==> config.mk <==
export PLATFORM = sky130hd
export DESIGN_NAME = rgb_matrix_scanner
export DESIGN_NICKNAME = d
export VERILOG_FILES = /design/src/rtl/rgb_matrix_scanner.sv
export SDC_FILE = /design/constraint.sdc
export NUM_CORES = 1
export LEC_CHECK = 0
export BUFFER_PORTS_ARGS = -buffer_cell sky130_fd_sc_hd__buf_2
export CAP_MARGIN = 5
export CORE_AREA = 2 2 98 100
export DETAILED_ROUTE_END_ITERATION = 8
export DIE_AREA = 0 0 100 102
export PLACE_DENSITY = 0.75
export REMOVE_ABC_BUFFERS = 1
export SETUP_SLACK_MARGIN = 0.02
export SLEW_MARGIN = 10
export SYNTH_ARGS = -nofsm -noshare
export SYNTH_HDL_FRONTEND = slang
export SYNTH_SLANG_ARGS = --single-unit
==> constraint.sdc <==
create_clock -name clock -period 2.8 [get_ports clock]
set_input_delay 0.28 -clock clock [delete_from_list [all_inputs] [get_ports clock]]
set_output_delay 0.28 -clock clock [all_outputs]
set_load 0.05 [all_outputs]
==> src/rtl/rgb_matrix_scanner.sv <==
// 4x3 RGB matrix column scanner with double-buffered pixel memory.
// Optional macro RGB_SCAN_PWM_EN enables brightness-based row PWM.
module rgb_matrix_scanner #(
    parameter int DWELL_CYCLES = 1000,
    parameter int BLANK_CYCLES = 16
) (
    input  logic       clock,
    input  logic       reset,
    input  logic       wr_en,
    input  logic [1:0] wr_col,
    input  logic [1:0] wr_row,
    input  logic [2:0] wr_rgb,
    input  logic       commit,
    input  logic [1:0] brightness,
    output logic       wr_ready,
    output logic       frame_start,
    output logic [2:0] row1,
    output logic [2:0] row2,
    output logic [2:0] row3,
    output logic [3:0] RGB_Column
);

    typedef enum logic {
        BLANK,
        DRIVE
    } state_t;

    localparam logic [15:0] DWELL_LAST = 16'(DWELL_CYCLES - 1);
    localparam logic [15:0] BLANK_LAST = 16'(BLANK_CYCLES - 1);

    state_t           state_q, state_d;
    logic [15:0]      cnt_q, cnt_d;
    logic [1:0]       col_q, col_d;
    logic [11:0][2:0] shadow_q, shadow_d;
    logic [11:0][2:0] display_q, display_d;
    logic             pending_q, pending_d;
    logic             ready_q, ready_d;
    logic             fs_q, fs_d;
    logic [2:0]       row1_q, row1_d;
    logic [2:0]       row2_q, row2_d;
    logic [2:0]       row3_q, row3_d;
    logic [3:0]       colen_q, colen_d;

    logic             accept;
    logic             frame_edge;
    logic             swap;
    logic             lit_window;
    logic [3:0]       wr_idx;
    logic [3:0]       rd_base;

    // Pixel index is col*3 + row within the flattened 12-entry buffer
    assign wr_idx  = {1'b0, wr_col, 1'b0} + {2'b00, wr_col} + {2'b00, wr_row};
    assign rd_base = {1'b0, col_q, 1'b0} + {2'b00, col_q};
    assign accept  = !pending_q;

`ifdef RGB_SCAN_PWM_EN
    logic [31:0] lit_limit;
    assign lit_limit  = ((32'(brightness) + 32'd1) * 32'(DWELL_CYCLES)) >> 2;
    assign lit_window = {16'd0, cnt_q} < lit_limit;
`else
    logic unused_brightness;
    assign unused_brightness = ^brightness;
    assign lit_window        = 1'b1;
`endif

    always_comb begin
        state_d    = state_q;
        cnt_d      = cnt_q + 16'd1;
        col_d      = col_q;
        frame_edge = 1'b0;
        case (state_q)
            BLANK: begin
                if (cnt_q == BLANK_LAST) begin
                    state_d = DRIVE;
                    cnt_d   = '0;
                end
            end
            DRIVE: begin
                if (cnt_q == DWELL_LAST) begin
                    state_d    = BLANK;
                    cnt_d      = '0;
                    col_d      = col_q + 2'd1;
                    frame_edge = (col_q == 2'd3);
                end
            end
            default: begin
                state_d = BLANK;
                cnt_d   = '0;
            end
        endcase
    end

    // The swap copies the shadow as it stood before this cycle's write
    always_comb begin
        swap      = frame_edge && pending_q;
        shadow_d  = shadow_q;
        display_d = display_q;
        pending_d = pending_q;
        if (wr_en && accept && (wr_row != 2'd3)) begin
            shadow_d[wr_idx] = wr_rgb;
        end
        if (swap) begin
            display_d = shadow_q;
            pending_d = 1'b0;
        end else if (commit && accept) begin
            pending_d = 1'b1;
        end
        ready_d = !pending_d;
    end

    // Output registers present the state held during the previous cycle
    always_comb begin
        colen_d = 4'b1111;
        row1_d  = 3'b111;
        row2_d  = 3'b111;
        row3_d  = 3'b111;
        fs_d    = (state_q == BLANK) && (col_q == 2'd0) && (cnt_q == 16'd0);
        if (state_q == DRIVE) begin
            colen_d = ~(4'b0001 << col_q);
            if (lit_window) begin
                row1_d = ~display_q[rd_base];
                row2_d = ~display_q[rd_base + 4'd1];
                row3_d = ~display_q[rd_base + 4'd2];
            end
        end
    end

    always_ff @(posedge clock) begin
        if (reset) begin
            state_q   <= BLANK;
            cnt_q     <= '0;
            col_q     <= '0;
            shadow_q  <= '0;
            display_q <= '0;
            pending_q <= 1'b0;
            ready_q   <= 1'b1;
            fs_q      <= 1'b0;
            row1_q    <= 3'b111;
            row2_q    <= 3'b111;
            row3_q    <= 3'b111;
            colen_q   <= 4'b1111;
        end else begin
            state_q   <= state_d;
            cnt_q     <= cnt_d;
            col_q     <= col_d;
            shadow_q  <= shadow_d;
            display_q <= display_d;
            pending_q <= pending_d;
            ready_q   <= ready_d;
            fs_q      <= fs_d;
            row1_q    <= row1_d;
            row2_q    <= row2_d;
            row3_q    <= row3_d;
            colen_q   <= colen_d;
        end
    end

    assign wr_ready    = ready_q;
    assign frame_start = fs_q;
    assign row1        = row1_q;
    assign row2        = row2_q;
    assign row3        = row3_q;
    assign RGB_Column  = colen_q;

endmodule

==> results.tsv, run 1 <==
metric	value	unit
via_count	3664	
initial_core_util	54.3	%
power_frac_seq	58.1	%
clkTransAtPathRegs	0.10	ns
grt_max_degree	74	
fill_cells	797	
slew_headroom	54.9	%
synth_common_cells	nand2_1 (115), dfxtp_1 (107), nor2_1 (50)	
finalHoldViolCount	0	
fin_crit_sh	86.9	%
synth-main-ff-cell	dfxtp_1	
status	complete, no violations	
critPathKind	reg -> reg	
via_per_inst	5.53	
clock_skew	0.0153	ns
yosysSeqAreaShare	43.3	%
fin_crit	2.43	ns
hold_class	in -> reg	
rows	35	
rsz0062_at_grt	false	
setup_viol	0	
synth.largest_area_cell	dfxtp_1	
worstSkewPairLatency	0.38	ns
gp_congestion	0.869	
drc_errors	0	
drtIter0Drc	144	
max-clock-path-buffers	2	
required	3.05	ns
p_per_area	503	nW/µm²
htreeDepth	3	
drv_cap	0	
layout.nets	571	
die-area	10200	µm²
io_pins	28	
synth_cell_types	45	
drive_above_1_share	19.2	%
yosysMostFrequentCell	nand2_1	
ir_drop	0.238	mV
cts.sinks	107	
yosys_register_bits	107	
cp-start-kind	flip-flop	
worst_pin_slew	0.670	ns
cts_root_buf	clkbuf_8	
whs	0.217	ns
grt_pass1_wl	16800	µm
sw_frac_of_total	24.7	%
wl_per_cell	15.2	µm
max_freq	411	MHz
syn_to_final_growth	7.16	%
dieHeight	102	µm
netlist_instances	536	
yosys_warnings	0	
track_usage	21.0	%
power_leakage	0.00184	µW
coreArea	9110	µm²
power.internal	2010	µW
num_antenna_cells	0	
netlist_top_cells_area	dfxtp_1 (43%), nand2_1 (8.7%), mux4_2 (7.7%)	
path_max_fanout	36	
io_buffers	25	
hold_buffers	0	
finalSetupTns	0	ns
synth_area	4950	µm²
grt_pass1_vias	3352	
finalMaxSlewViolations	0	
finalWirelength	10100	µm
p_switching	657	µW
drtPass1Iterations	4	
endpoint_kind	flip-flop	
postRouteAntennaNets	0	
ctsResizeCount	0	
antenna_found_initial	0	
cts_tree	done	
post-cts-setup-buffers	0	
synth_top_area_share	43.3	%
clockPowerShare	36.1	%
cts_buffers	9	
gr-total-overflow	0	
die_w	100	µm
async_flop_share	0	%
arrival	2.69	ns
avgSynthCellArea	9.23	µm²
combPwrFrac	5.8	%
synth_edf_count	0	
dp_hpwl	7130	µm
## routing by layer
metal,vias to the layer above,global-route usage [%],share of wire [%]
li1,1850,-,-
met2,70,34.1,45
met4,0,7.06,1.5
met1,1731,29.1,49
met5,-,0,0
met3,13,3.15,3.8
## worst max-delay path, stage by stage, from the launching register on
cell	delay, ns
dfxtp_1	0.36
or4_4	0.55
or3_4	0.38
or4_4	0.75
nand2_1	0.19
a21oi_2	0.07
## power groups by stage
stage	logic, µW	registers (µW)	clock network (µW)
2_1_floorplan	73.5	1590	0
3_3_place_gp	150	1580	0
3_5_place_dp	155	1580	0
4_1_cts	155	1550	974
5_1_grt	173	1550	1030
6_report	155	1550	963
## per-stage QoR
stage / utilization, % / setup WS, ns / total power (µW) / cells / cell area, µm²
floorplan: - / -0.116 / 1660 / 501 / 4750
global placement: 56.0 / 0.253 / 1730 / 647 / 5100
detailed placement: 56.0 / 0.198 / 1740 / 647 / 5100
CTS: 58.2 / 0.358 / 2680 / 663 / 5300
global route: 58.2 / 0.278 / 2760 / 663 / 5300
finish: 58.2 / 0.366 / 2660 / 663 / 5300
## cell families (layout without fill, tap and decap cells)
kind of cell,count (synthesis),count (layout),synth area share [%]
XOR/XNOR,16,16,2.83
AO/OA/AOI/OAI,70,70,9.89
multiplexers,49,49,14.2
buffers and inverters,46,62,4.81
AND/OR/NAND/NOR,237,237,21.9
flip-flops,107,107,43.3
adder cells (fa/ha/maj),11,11,3.09
## registers in the layout, summed over array words and instances, names as in the netlist
| name | count |
|---|---|
| frame_start | 1 |
| RGB_Column | 4 |
| row3 | 3 |
| col_q | 2 |
| row2 | 3 |
| row1 | 3 |
| pending_q | 1 |
| shadow_q | 36 |
| wr_ready | 1 |
| state_q | 1 |
| cnt_q | 16 |
| display_q | 36 |
## worst paths after layout
path,from,to,slack [ns],cells after the start
max,cnt_q[11],display_q[21],0.37,5
min,reset,cnt_q[2],0.22,2
max reg2reg,cnt_q[11],display_q[21],0.37,5
min reg2reg,shadow_q[34],display_q[34],0.46,2
## final cells by class
class / instances / area [µm²] / share of cell area [%]
clock buffers: 9 / 124 / 2.34
clock inverters: 7 / 75.1 / 1.42
inverters: 11 / 41.3 / 0.779
multi-input cells: 383 / 2570 / 48.4
flip-flops and latches: 107 / 2140 / 40.4
well taps: 111 / 139 / 2.62
repair buffers: 35 / 213 / 4.01
## layout by cell type (no fill, tap or decap), drive strengths merged, types with 2 or more instances in the layout
cell / synthesis / final
nand2b: 2 / 2
nand2: 115 / 115
nand3: 29 / 29
ha: 9 / 9
nor3: 4 / 4
nand4: 5 / 5
mux2i: 31 / 31
and3: 5 / 5
fa: 2 / 2
a21oi: 55 / 55
nor3b: 2 / 2
mux4: 17 / 17
a211oi: 2 / 2
nor2: 50 / 50
o21ai: 5 / 5
xor2: 6 / 6
or4: 2 / 2
buf: 13 / 35
clkinv: 0 / 4
clkbuf: 22 / 9
xnor2: 10 / 10
or3: 5 / 5
o31ai: 2 / 2
nor4: 4 / 4
and3b: 2 / 2
inv: 11 / 13
dfxtp: 107 / 107
and4b: 2 / 2
nor2b: 9 / 9
No activity file was read; power rests on OpenSTA's default activity.
==> run 2, diff against run 1 <==
--- a/config.mk
+++ b/config.mk
@@ -5,11 +5,12 @@
 export SDC_FILE = /design/constraint.sdc
 export NUM_CORES = 1
 export LEC_CHECK = 0
+export ABC_AREA = 1
 export BUFFER_PORTS_ARGS = -buffer_cell sky130_fd_sc_hd__buf_2
 export CAP_MARGIN = 5
-export CORE_AREA = 2 2 98 100
+export CORE_AREA = 2 2 99 101
 export DETAILED_ROUTE_END_ITERATION = 8
-export DIE_AREA = 0 0 100 102
+export DIE_AREA = 0 0 101 103
 export PLACE_DENSITY = 0.75
 export REMOVE_ABC_BUFFERS = 1
 export SETUP_SLACK_MARGIN = 0.02
==> run 2 against run 1 <==
  * Wire length rose by 8.4%
  * Synthesized area grew 2.1%
  * Largest cell class unchanged
  * Worst setup slack improved by 0.0044 ns
  * Hold slack worse by 0.052 ns
  * Critical path depth is 3 higher
  * Synthesized cell count up 42%
  * Clock skew is 0.0087 ns lower
  * Non-clock buffer count increased by 1
  * Sequential cell count is the same
  * Register-to-register slack is essentially flat
  * Clock power is 3.0% lower
==> results.tsv, run 2 <==
metric	value	unit	change
status	complete, no violations		
gp_congestion	0.906		+4.2%
max_freq	412	MHz	+0.18%
ctsResizeCount	0		unchanged
fin_crit	2.43	ns	-0.00443 ns
avgSynthCellArea	6.65	µm²	-28%
io_pins	28		unchanged
drtPass1Iterations	5		+1
via_count	4568		+25%
arrival	2.69	ns	about the same
netlist_top_cells_area	dfxtp_1 (42%), nand2_1 (18%), nor2_1 (8.7%)		
p_total	2650	µW	-0.58%
netlist_instances	759		+42%
drc_errors	0		unchanged
rsz0062_at_grt	false		
power_leakage	0.00251	µW	+36%
grt_pass1_vias	4157		+24%
num_antenna_cells	0		unchanged
initial_core_util	53.4	%	-0.93 points
final_area	5410	µm²	+2.1%
track_usage	22.9	%	+1.9 points
hold_class	in -> reg		
synth_cell_types	27		-40%
fill_cells	924		+16%
layout.nets	793		+39%
yosys_register_bits	107		unchanged
cts_buffers	9		unchanged
final_cell_mix	nand2_1 (243), nor2_1 (117), dfxtp_1 (107), inv_1 (73), nand3_1 (69)		
drive_above_1_share	7.63	%	-12 points
io_buffers	25		unchanged
coreArea	9460	µm²	+3.8%
via_per_inst	5.15		-6.8%
max-clock-path-buffers	2		unchanged
critPathKind	reg -> reg		
synth-main-ff-cell	dfxtp_1		
numPlacedInstances	872		+35%
antenna_found_initial	0		unchanged
post-cts-setup-buffers	0		unchanged
ir_drop	0.330	mV	+39%
drtIter0Drc	292		+100%
grt_max_degree	74		unchanged
cts_tree	done		
required	3.06	ns	about the same
syn_to_final_growth	7.14	%	about the same
gr-total-overflow	0		unchanged
synth_area	5050	µm²	+2.1%
synth_top_area_share	42.4	%	-0.88 points
p_per_area	490	nW/µm²	-2.6%
grt_pass1_wl	18800	µm	+12%
final_util	57.2	%	-1.0 points
setup_viol	0		unchanged
cp-start-kind	flip-flop		
cts.sinks	107		unchanged
dieHeight	103	µm	+0.98%
drv_cap	0		unchanged
rows	36		+2.9%
cts_root_buf	clkbuf_8		
top_regs	display_q (36), shadow_q (36), cnt_q (16)		
finalMaxSlewViolations	0		unchanged
yosysSeqAreaShare	42.4	%	-0.88 points
fin_cells	887		+34%
finalHoldViolCount	0		unchanged
wl_per_cell	12.3	µm	-19%
synth.largest_area_cell	dfxtp_1		
hold_buffers	0		unchanged
die-area	10400	µm²	+2.0%
path_max_fanout	73		+100%
postRouteAntennaNets	0		unchanged
yosysMostFrequentCell	nand2_1		
die_w	101	µm	+1.0%
synth_common_cells	nand2_1 (243), nor2_1 (117), dfxtp_1 (107)		
yosys_warnings	0		unchanged
final_common_cell	nand2_1		
clock_skew	0.00660	ns	-0.00871 ns
finalWirelength	11000	µm	+8.4%
clkTransAtPathRegs	0.09	ns	about the same
endpoint_kind	flip-flop		
place_area	5220	µm²	+2.3%
synth_edf_count	0		unchanged
slew_headroom	32.6	%	-22 points
worst_pin_slew	1.01	ns	+0.338 ns
dp_hpwl	7560	µm	+6.0%
fin_crit_sh	86.8	%	-0.16 points
async_flop_share	0	%	unchanged
htreeDepth	3		unchanged
worstSkewPairLatency	0.37	ns	about the same
[run 2: cell count changes in the layout (fill, tap and decap cells not counted), sizes merged, moves of 5 or more]
cell / before / now
xnor2: 10 / 2
nand2: 115 / 243
nand3: 29 / 70
or3: 5 / 0
mux2i: 31 / 0
nor2b: 9 / 0
inv: 13 / 75
nor2: 50 / 120
mux4: 17 / 0
a21oi: 55 / 47
and3: 5 / 0
o21ai: 5 / 22
[run 2: stage by stage]
stage	hold WS, ns	TNS [ns]	setup slack [ns]
after floorplan	0.349	-0.134	-0.0632
after global placement	0.440	0	0.413
after detailed placement	0.452	0	0.360
after CTS	0.137	0	0.418
after global routing	0.145	0	0.193
final	0.165	0	0.371
[run 2: area by class of cell]
| type | instances | area [µm²] | area share (%) |
|---|---|---|---|
| multi-input combinational | 540 | 2440 | 45.2 |
| tap | 114 | 143 | 2.64 |
| sequential | 107 | 2140 | 39.6 |
| timing repair buffer | 36 | 208 | 3.84 |
| inverter | 75 | 282 | 5.20 |
| clock inverter | 4 | 51.3 | 0.948 |
| clock buffer | 11 | 141 | 2.61 |
[run 2: worst max-delay path: stages (launching register included)]
cell and delay (ns):
dfxtp_1 0.38, ha_1 0.18, nand2_1 0.10, inv_2 0.08, nand2_1 0.08, nor2_4 0.16, nand4_4 0.74, nor2_1 0.48
nor2_1 0.08
[run 2: path summary, 6_finish.rpt]
| kind | from | endpoint | slack, ns | cells after the start |
|---|---|---|---|---|
| max reg2reg | cnt_q[0] | display_q[8] | 0.37 | 8 |
| max | cnt_q[0] | display_q[8] | 0.37 | 8 |
| min reg2reg | shadow_q[30] | shadow_q[30] | 0.47 | 2 |
| min | reset | cnt_q[2] | 0.16 | 2 |
[run 2: metal layers]
metal / wire length (µm) / vias up / GRT usage, %
li1: - / 2366 / -
met3: 620 / 13 / 4.81
met2: 5030 / 124 / 36.7
met1: 5120 / 2065 / 30.8
met5: 0 / - / 0
met4: 180 / 0 / 8.42
[run 2: cells by family after synthesis]
kind of cell / count (synthesis) / synth area share, %
AND/OR/NAND/NOR: 447 / 36.3
buffers and inverters: 112 / 9.19
XOR/XNOR: 10 / 1.73
flip-flops: 107 / 42.4
adder cells (fa/ha/maj): 11 / 3.02
AO/OA/AOI/OAI: 72 / 7.28
[run 2: power breakdown]
group / internal [µW] / switching, µW
Clock: 433 / 501
Combinational: 47.7 / 121
Sequential: 1540 / 10.2
Total: 2020 / 632
